==> config.mk <==
export PLATFORM = sky130hd
export DESIGN_NAME = conv_acc_seq_flat
export DESIGN_NICKNAME = d
export VERILOG_FILES = /design/src/rtl/conv_acc_seq_if.sv /design/src/rtl/conv_acc_seq.sv /design/src/flat_wrapper.sv
export SDC_FILE = /design/constraint.sdc
export NUM_CORES = 1
export LEC_CHECK = 0
export ABC_AREA = 0
export CORE_ASPECT_RATIO = 0.75
export CORE_MARGIN = 2
export CORE_UTILIZATION = 65
export DETAILED_ROUTE_END_ITERATION = 8
export DONT_BUFFER_PORTS = 1
export MAX_ROUTING_LAYER = met4
export PLACE_DENSITY = 0.81
export SLEW_MARGIN = 20
export SYNTH_ARGS = -nofsm -noshare
export SYNTH_HDL_FRONTEND = slang
export SYNTH_SLANG_ARGS = --single-unit
==> constraint.sdc <==
create_clock -name clk -period 2.7 [get_ports clk]
set_clock_uncertainty 0.1 [all_clocks]
set_input_delay 0.675 -clock clk [delete_from_list [all_inputs] [get_ports clk]]
set_output_delay 0.675 -clock clk [all_outputs]
set_load 0.05 [all_outputs]
==> src/rtl/conv_acc_seq_if.sv <==
// Stream interface for conv_acc_seq: product input stream and result output
// stream. The slave modport is the accumulator's view; master is the view
// of the logic surrounding it (multiplier array feeding in, writer draining out).
interface conv_acc_seq_if #(
   parameter int DATA_W = 8
) ();
   logic                  in_valid;
   logic                  in_ready;
   logic [2*DATA_W-1:0]   in_data;
   logic                  out_valid;
   logic                  out_ready;
   logic [DATA_W-1:0]     out_data;
   logic                  ovf;

   modport slave (
      input  in_valid,
      input  in_data,
      input  out_ready,
      output in_ready,
      output out_valid,
      output out_data,
      output ovf
   );

   modport master (
      output in_valid,
      output in_data,
      output out_ready,
      input  in_ready,
      input  out_valid,
      input  out_data,
      input  ovf
   );
endinterface

==> src/rtl/conv_acc_seq.sv <==
// conv_acc_seq: bias preload, product accumulation, scale/saturate and
// result handoff for one convolution output pixel.
// Optional build macro CONV_ACC_RELU_EN: clamp negative results to zero
// after saturation (ovf keeps the saturation outcome).
//
// state | meaning
// IDLE  | waiting for start; cfg_len and bias latched on start
// ACCUM | accepting products until cfg_len terms have been summed
// SAT   | one cycle: scale the sum down and clip it to DATA_W bits
// OUT   | holding the result until out_ready

`ifndef IMG_DATA_WIDTH
`define IMG_DATA_WIDTH 8
`endif

module conv_acc_seq #(
   parameter int DATA_W = `IMG_DATA_WIDTH,
   parameter int LEN_W  = 8,
   parameter int SHIFT  = 4
) (
   input  logic              clk,
   input  logic              rst,
   input  logic              start,
   input  logic [LEN_W-1:0]  cfg_len,
   input  logic [DATA_W-1:0] bias,
   output logic              busy,
   conv_acc_seq_if.slave     bus
);

   // LEN_W guard bits: up to 2^LEN_W-1 full-scale products plus the bias
   // can never overflow the sum.
   localparam int ACC_W = 2*DATA_W + LEN_W;
   localparam logic signed [ACC_W-1:0] R_MAX =
      {{(ACC_W-DATA_W+1){1'b0}}, {(DATA_W-1){1'b1}}};
   localparam logic signed [ACC_W-1:0] R_MIN =
      {{(ACC_W-DATA_W+1){1'b1}}, {(DATA_W-1){1'b0}}};

   typedef enum logic [1:0] {IDLE, ACCUM, SAT, OUT} state_t;

   state_t                  state_q, state_d;
   logic signed [ACC_W-1:0] acc_q, acc_d;
   logic [LEN_W-1:0]        count_q, count_d;
   logic [LEN_W-1:0]        len_q, len_d;
   logic [DATA_W-1:0]       out_data_q, out_data_d;
   logic                    ovf_q, ovf_d;

   logic                    in_fire;
   logic                    last_term;
   logic signed [ACC_W-1:0] bias_ext;
   logic signed [ACC_W-1:0] prod_ext;
   logic signed [ACC_W-1:0] r_shr;
   logic [DATA_W-1:0]       sat_val;
   logic                    sat_ovf;

   assign in_fire   = (state_q == ACCUM) && bus.in_valid;
   assign last_term = (count_q == (len_q - 1'b1));
   assign bias_ext  = {{(ACC_W-DATA_W){bias[DATA_W-1]}}, bias} <<< SHIFT;
   assign prod_ext  = {{(ACC_W-2*DATA_W){bus.in_data[2*DATA_W-1]}}, bus.in_data};
   assign r_shr     = acc_q >>> SHIFT;

   // State register
   always_ff @(posedge clk or negedge rst) begin
      if (!rst) begin
         state_q <= IDLE;
      end else begin
         state_q <= state_d;
      end
   end

   // Next-state logic
   always_comb begin
      state_d = state_q;
      unique case (state_q)
         IDLE:  if (start) state_d = (cfg_len != '0) ? ACCUM : SAT;
         ACCUM: if (in_fire && last_term) state_d = SAT;
         SAT:   state_d = OUT;
         OUT:   if (bus.out_ready) state_d = IDLE;
         default: state_d = IDLE;
      endcase
   end

   // FSM outputs decoded from the current state
   always_comb begin
      busy          = (state_q != IDLE);
      bus.in_ready  = (state_q == ACCUM);
      bus.out_valid = (state_q == OUT);
   end

   // Scale and clip the sum; the clamp to zero, when built in, runs after
   // clipping so ovf still reports a negative saturation.
   always_comb begin
      sat_val = r_shr[DATA_W-1:0];
      sat_ovf = 1'b0;
      if (r_shr > R_MAX) begin
         sat_val = {1'b0, {(DATA_W-1){1'b1}}};
         sat_ovf = 1'b1;
      end else if (r_shr < R_MIN) begin
         sat_val = {1'b1, {(DATA_W-1){1'b0}}};
         sat_ovf = 1'b1;
      end
`ifdef CONV_ACC_RELU_EN
      if (sat_val[DATA_W-1]) sat_val = '0;
`else
`endif
   end

   // Datapath next values: preload, accumulate, capture result
   always_comb begin
      acc_d      = acc_q;
      count_d    = count_q;
      len_d      = len_q;
      out_data_d = out_data_q;
      ovf_d      = ovf_q;
      unique case (state_q)
         IDLE: begin
            if (start) begin
               acc_d   = bias_ext;
               count_d = '0;
               len_d   = cfg_len;
            end
         end
         ACCUM: begin
            if (in_fire) begin
               acc_d   = acc_q + prod_ext;
               count_d = count_q + 1'b1;
            end
         end
         SAT: begin
            out_data_d = sat_val;
            ovf_d      = sat_ovf;
         end
         default: ;
      endcase
   end

   // Datapath registers
   always_ff @(posedge clk or negedge rst) begin
      if (!rst) begin
         acc_q      <= '0;
         count_q    <= '0;
         len_q      <= '0;
         out_data_q <= '0;
         ovf_q      <= 1'b0;
      end else begin
         acc_q      <= acc_d;
         count_q    <= count_d;
         len_q      <= len_d;
         out_data_q <= out_data_d;
         ovf_q      <= ovf_d;
      end
   end

   assign bus.out_data = out_data_q;
   assign bus.ovf      = ovf_q;

endmodule
==> src/flat_wrapper.sv <==
// flat-port wrapper written by rule: the top's interface ports become plain ports
module conv_acc_seq_flat 
#(
   parameter int DATA_W = `IMG_DATA_WIDTH,
   parameter int LEN_W  = 8,
   parameter int SHIFT  = 4
)
  (clk, rst, start, cfg_len, bias, busy, bus_in_valid, bus_in_data, bus_out_ready, bus_in_ready, bus_out_valid, bus_out_data, bus_ovf);
  conv_acc_seq_if #(.DATA_W(DATA_W)) bus_i ();
  input  logic clk;
  input  logic rst;
  input  logic start;
  input  logic [LEN_W-1:0] cfg_len;
  input  logic [DATA_W-1:0] bias;
  output logic busy;
  input wire logic [$bits(bus_i.in_valid)-1:0] bus_in_valid;
  input wire logic [$bits(bus_i.in_data)-1:0] bus_in_data;
  input wire logic [$bits(bus_i.out_ready)-1:0] bus_out_ready;
  output wire logic [$bits(bus_i.in_ready)-1:0] bus_in_ready;
  output wire logic [$bits(bus_i.out_valid)-1:0] bus_out_valid;
  output wire logic [$bits(bus_i.out_data)-1:0] bus_out_data;
  output wire logic [$bits(bus_i.ovf)-1:0] bus_ovf;
  assign bus_i.in_valid = bus_in_valid;
  assign bus_i.in_data = bus_in_data;
  assign bus_i.out_ready = bus_out_ready;
  assign bus_in_ready = bus_i.in_ready;
  assign bus_out_valid = bus_i.out_valid;
  assign bus_out_data = bus_i.out_data;
  assign bus_ovf = bus_i.ovf;
  conv_acc_seq #(.DATA_W(DATA_W), .LEN_W(LEN_W), .SHIFT(SHIFT)) u_core (.clk(clk), .rst(rst), .start(start), .cfg_len(cfg_len), .bias(bias), .busy(busy), .bus(bus_i));
endmodule
Word-level counts from Yosys, hierarchy flattened. Index checks and enable logic that the tools add are counted.

Bits in registers: 51. Input bits: 37. Output and inout port bits: 12.

$add $sub $neg: 3. $lt $le $gt $ge: 2. Equal/unequal tests: 8. Multiplexer cells: 15. Reductions and logical operators: 9.

Operators by type and width (count): $mux W24 (2); $pmux W24 S2 (1); $mux W8 (4); $add A24 B16 Y24 (1); $gt A20 B8 Y1 const B (1); $lt A20 B8 Y1 const B (1); $pmux W8 S2 (1); $add A8 B1 Y8 const B (1); $eq A8 B8 Y1 (1); $mux W2 (4); $pmux W2 S4 (1); $reduce_bool A8 Y1 (1); $sub A8 B1 Y8 const B (1); $reduce_and A3 Y1 (2); $eq A2 B2 Y1 const B (2); $ne A2 B1 Y1 const B (2); $ne A2 B2 Y1 const B (2); $reduce_bool A2 Y1 (2); $eq A2 B1 Y1 const B (1); $logic_and A1 B1 Y1 (2); $logic_not A2 Y1 (1); $mux W1 (2); $reduce_and A2 Y1 (1).

Depth between registers and ports, before layout.
Depth in word-level cells: 5. Mapped depth: 9. Gate-level depth less buffers: 9.

Worst setup path after synthesis. Ideal clock, no wire load.

Kind: input -> register. Start: input bus_in_data[0]. End: register u_core.acc_q[22]. Data arrival time: 2375 ps. Required time: 2472 ps. Setup slack: 97 ps. Cell stages on the path: 9. Path through: ha_1 > inv_1 > fa_1 > nand2b_1 > a21oi_1 > o21ai_0 > a311oi_1 > o31a_1 > o31ai_1.

Longest elaborated chain between the ends: 3.

Ends and longest elaborated chain: start, declared (line flat_wrapper.sv:17) `input wire logic [$bits(bus_i.in_data)-1:0] bus_in_data;`; $add A24 B16 Y24 (line conv_acc_seq.sv:124) `acc_d = acc_q + prod_ext;`; $mux W24 (line conv_acc_seq.sv:123) `if (in_fire) begin`; $pmux W24 S2 (line conv_acc_seq.sv:114) `unique case (state_q)`; end signal, assigned (line conv_acc_seq.sv:139) `acc_q <= '0;`; end signal, assigned (line conv_acc_seq.sv:145) `acc_q <= acc_d;`; end, declared (line conv_acc_seq.sv:41) `logic signed [ACC_W-1:0] acc_q, acc_d;`.

No other way between the ends. The select of a mux whose other input is x is not followed. A chain may end at the register's enable or synchronous reset.

Final worst setup path.
Start: register u_core.acc_q[7]. End: register u_core.acc_q[21].

Longest elaborated chain between the ends: 3.

Ends and longest elaborated chain (line): $add A24 B16 Y24 (conv_acc_seq.sv:124); $mux W24 (conv_acc_seq.sv:123); $pmux W24 S2 (conv_acc_seq.sv:114).

No other way between the ends. The select of a mux whose other input is x is not followed.

==> metrics.yaml <==
cp-start-kind: "register"
grt_pass1_wl_um: 17100
dp_hpwl_um: 8060
worstPathRequired_ns: 2.79
timing.hold.ws_ns: 0.0876
port_buffers: 0
gp_congestion: 1.00
hold_viol: 0
cts_tree: "built"
synthesis.nets: 525
p_per_area_mw_per_mm2: 1270
worst-path-buf-inv: 0
ant_nets: 0
drt_pass1_iterations: 5
synth-seq-cells: 51
fin_util: 0.742
async_flop_share: 1.00
worstMarginPinSlew_ns: 0.777
drt_iter0_drc: 267
synth_cell_types: 57
setup_viol: 0
p_sw_mw: 2.80
p_int_mw: 2.67
ys_seq_area_frac: 0.327
vias: 3669
critPathSlowestCell: "a2111oi_1"
highest_layer: "met4"
period_share: 0.951
synth_xor_area_frac: 0.0583
worstPathArrival_ns: 2.66
cts_max_level: 2
nets: 545
yosysWarnings: 0
crit_family: "compound AO/OA/AOI/OAI gates"
slowest_delay_ns: 0.50
fillCellCount: 432
clockPowerShare: 0.091
synth-compound-area-share: 0.245
root_buffer: "clkbuf_8"
rsz0062_at_grt: "false"
synth_area_mm2: 0.00391
end_kind: "register"
wire_per_inst_um: 19.2
synth_cells: 457
synthFlopType: "dfrtp_1"
swShare: 0.513
synth_top_cell_by_area: "dfrtp_1"
core_mm2: 0.00580
avgSynthCellArea_um2: 8.55
p_seq_frac: 0.310
hold_class: "in2async"
synth_top_cells_by_area: "dfrtp_1 (33%), ha_1 (9.6%), o21ai_0 (6.7%), a21oi_1 (4.2%), xnor2_1 (3.1%)"
grt_usage: 0.333
row_count: 24
worstRegToRegCells: 7
grt_max_degree: 52
path_clk_slew_ns: 0.11
worstPathCellList: "ha_1 > nand2_1 > o21ai_0 > a31oi_1 > a2111oi_1 > mux2i_1 > o311ai_0"
antenna_found_initial: 0
period_needed_ns: 2.57
cap_violations: 0
drive_gt1_frac: 0.126
post-synth-top-area-fraction: 0.327
avgViaCountPerCell: 6.60
ir_drop_v: 0.000582
fp.dieW_um: 93.5
pin_count: 49
wl_met1_um: 4660
clock_sinks: 51
final_max_slew_viol_count: 0
dieHeight_um: 71.1
start_util: 0.674
fp.dieArea_mm2: 0.00665
route.detailed.drc: 0
grt_pass1_vias: 3440
dr_wl_met2_um: 4740
fmax_ghz: 0.389
n_antenna_cell: 0
crit_cells: 7
synth_fa_ha_area_frac: 0.101
p_comb_frac: 0.599
clk_latency_ns: 0.32
cts_buffers: 5
routed_wl_um: 10600
synth_simple_gate_area_frac: 0.183
route.met3.wl_um: 948
area_growth_pct: 9.99
postCtsSetupRepairBufs: 0
clk_path_buf_depth: 2
synth_top_family_by_area: "compound AO/OA/AOI/OAI gates"
synth_edf_count: 0
gr-total-overflow: 0
outcome: "finished, final reports clean"
slew_headroom: 0.480
critPathKind: "reg2reg"
p_leak_nw: 1.78
worstPathMaxFanout: 7
muxShareOfSynthArea: 0.0419
==> per-layer routing <==
metal / track usage / vias up
met5: - / -
met2: 0.481 / 168
li1: - / 1742
met4: 0.121 / 0
met1: 0.471 / 1730
met3: 0.0628 / 29
==> cells in the mapped netlist (3+ instances only) <==
library cell / instances
o21ai_0: 52
a31oi_1: 6
nor3b_1: 6
a21oi_1: 33
and3_1: 3
nor4_1: 7
nor3_1: 11
xor2_1: 12
clkbuf_1: 19
o21bai_1: 3
xnor2_1: 14
nand3b_1: 3
o31ai_1: 4
mux2_2: 10
nand3_1: 16
o211ai_1: 12
o2111ai_1: 3
nor2_1: 32
dfrtp_1: 51
nand4_1: 12
o21a_1: 4
nand2_1: 25
inv_1: 25
mux2i_1: 4
a22oi_1: 4
a211oi_1: 8
ha_1: 30
nand2b_1: 11
==> per-stage QoR <==
| step | instance area (µm²) | instances | worst slack, ns | power (mW) | setup TNS (ns) |
|---|---|---|---|---|---|
| final | 4300 | 556 | 0.132 | 5.47 | 0 |
| after CTS | 4290 | 556 | 0.148 | 5.39 | 0 |
| after floorplan | 3910 | 457 | 0.0965 | 3.91 | 0 |
| after global routing | 4300 | 556 | 0.0236 | 5.86 | 0 |
| after global placement | 4170 | 547 | -0.0470 | 4.74 | -0.0628 |
| after detailed placement | 4170 | 547 | -0.182 | 4.87 | -0.460 |
==> cell families after synthesis <==
family | count (synthesis)
flip-flops | 51
XOR/XNOR | 26
AO/OA/AOI/OAI | 152
adder cells (fa/ha/maj) | 31
AND/OR/NAND/NOR | 137
buffers and inverters | 45
multiplexers | 15
==> registers in the layout, summed over array words and instances, names as in the netlist <==
| signal | count |
|---|---|
| u_core.bus.ovf | 1 |
| u_core.len_q | 8 |
| u_core.bus.out_data | 8 |
| u_core.count_q | 8 |
| u_core.acc_q | 24 |
| u_core.state_q | 2 |
==> final timing paths <==
kind                            startpoint               end  slack, ns
min in group clk                cfg_len[3]   u_core.len_q[3]       0.40
setup reg to reg           u_core.acc_q[7]  u_core.acc_q[21]       0.13
hold reg to reg            u_core.acc_q[2]   u_core.acc_q[2]       0.41
hold / removal                         rst   u_core.acc_q[7]       0.09
setup / recovery           u_core.acc_q[7]  u_core.acc_q[21]       0.13
max in group asynchronous              rst  u_core.acc_q[20]       2.17
==> cell type report <==
| class | count | area, µm² | share of cell area |
|---|---|---|---|
| timing repair buffer | 33 | 268 | 0.0623 |
| clock buffer | 5 | 68.8 | 0.0160 |
| sequential | 51 | 1280 | 0.297 |
| inverter | 25 | 93.8 | 0.0218 |
| multi-input combinational | 361 | 2460 | 0.574 |
| tap | 78 | 97.6 | 0.0227 |
| clock inverter | 3 | 28.8 | 0.00670 |
==> cells in the final DEF, fill, tap and decap left out, types with 5 or more instances in the layout <==
cell,n
o21ai_0,52
dfrtp_1,51
nor2_1,32
a21oi_1,32
buf_4,32
ha_1,30
inv_1,25
nand2_1,25
nand3_1,16
xnor2_1,14
o211ai_1,12
xor2_1,12
nand4_1,12
nand2b_1,11
nor3_1,11
mux2_2,10
a211oi_1,8
nor4_1,7
a31oi_1,6
nor3b_1,6
clkbuf_8,5
==> power groups by stage <==
stage,logic (mW),clock network [mW],registers (mW)
global route,3.59,0.531,1.73
finish,3.28,0.495,1.70
global placement,3.07,0,1.67
floorplan,2.36,0,1.55
CTS,3.21,0.493,1.68
detailed placement,3.17,0,1.70
==> worst reg2reg max path, cell delays in order (launching register included) <==
cell	delay, ns
dfrtp_1	0.45
ha_1	0.44
nand2_1	0.08
o21ai_0	0.32
a31oi_1	0.19
a2111oi_1	0.50
mux2i_1	0.23
o311ai_0	0.14
==> what timing repair did <==
item,in CTS,in global routing
resized for setup,0,1
hold endpoints to repair,51,0
hold buffers,1,0
setup endpoints to repair,0,1
No activity file was read; power rests on OpenSTA's default activity.
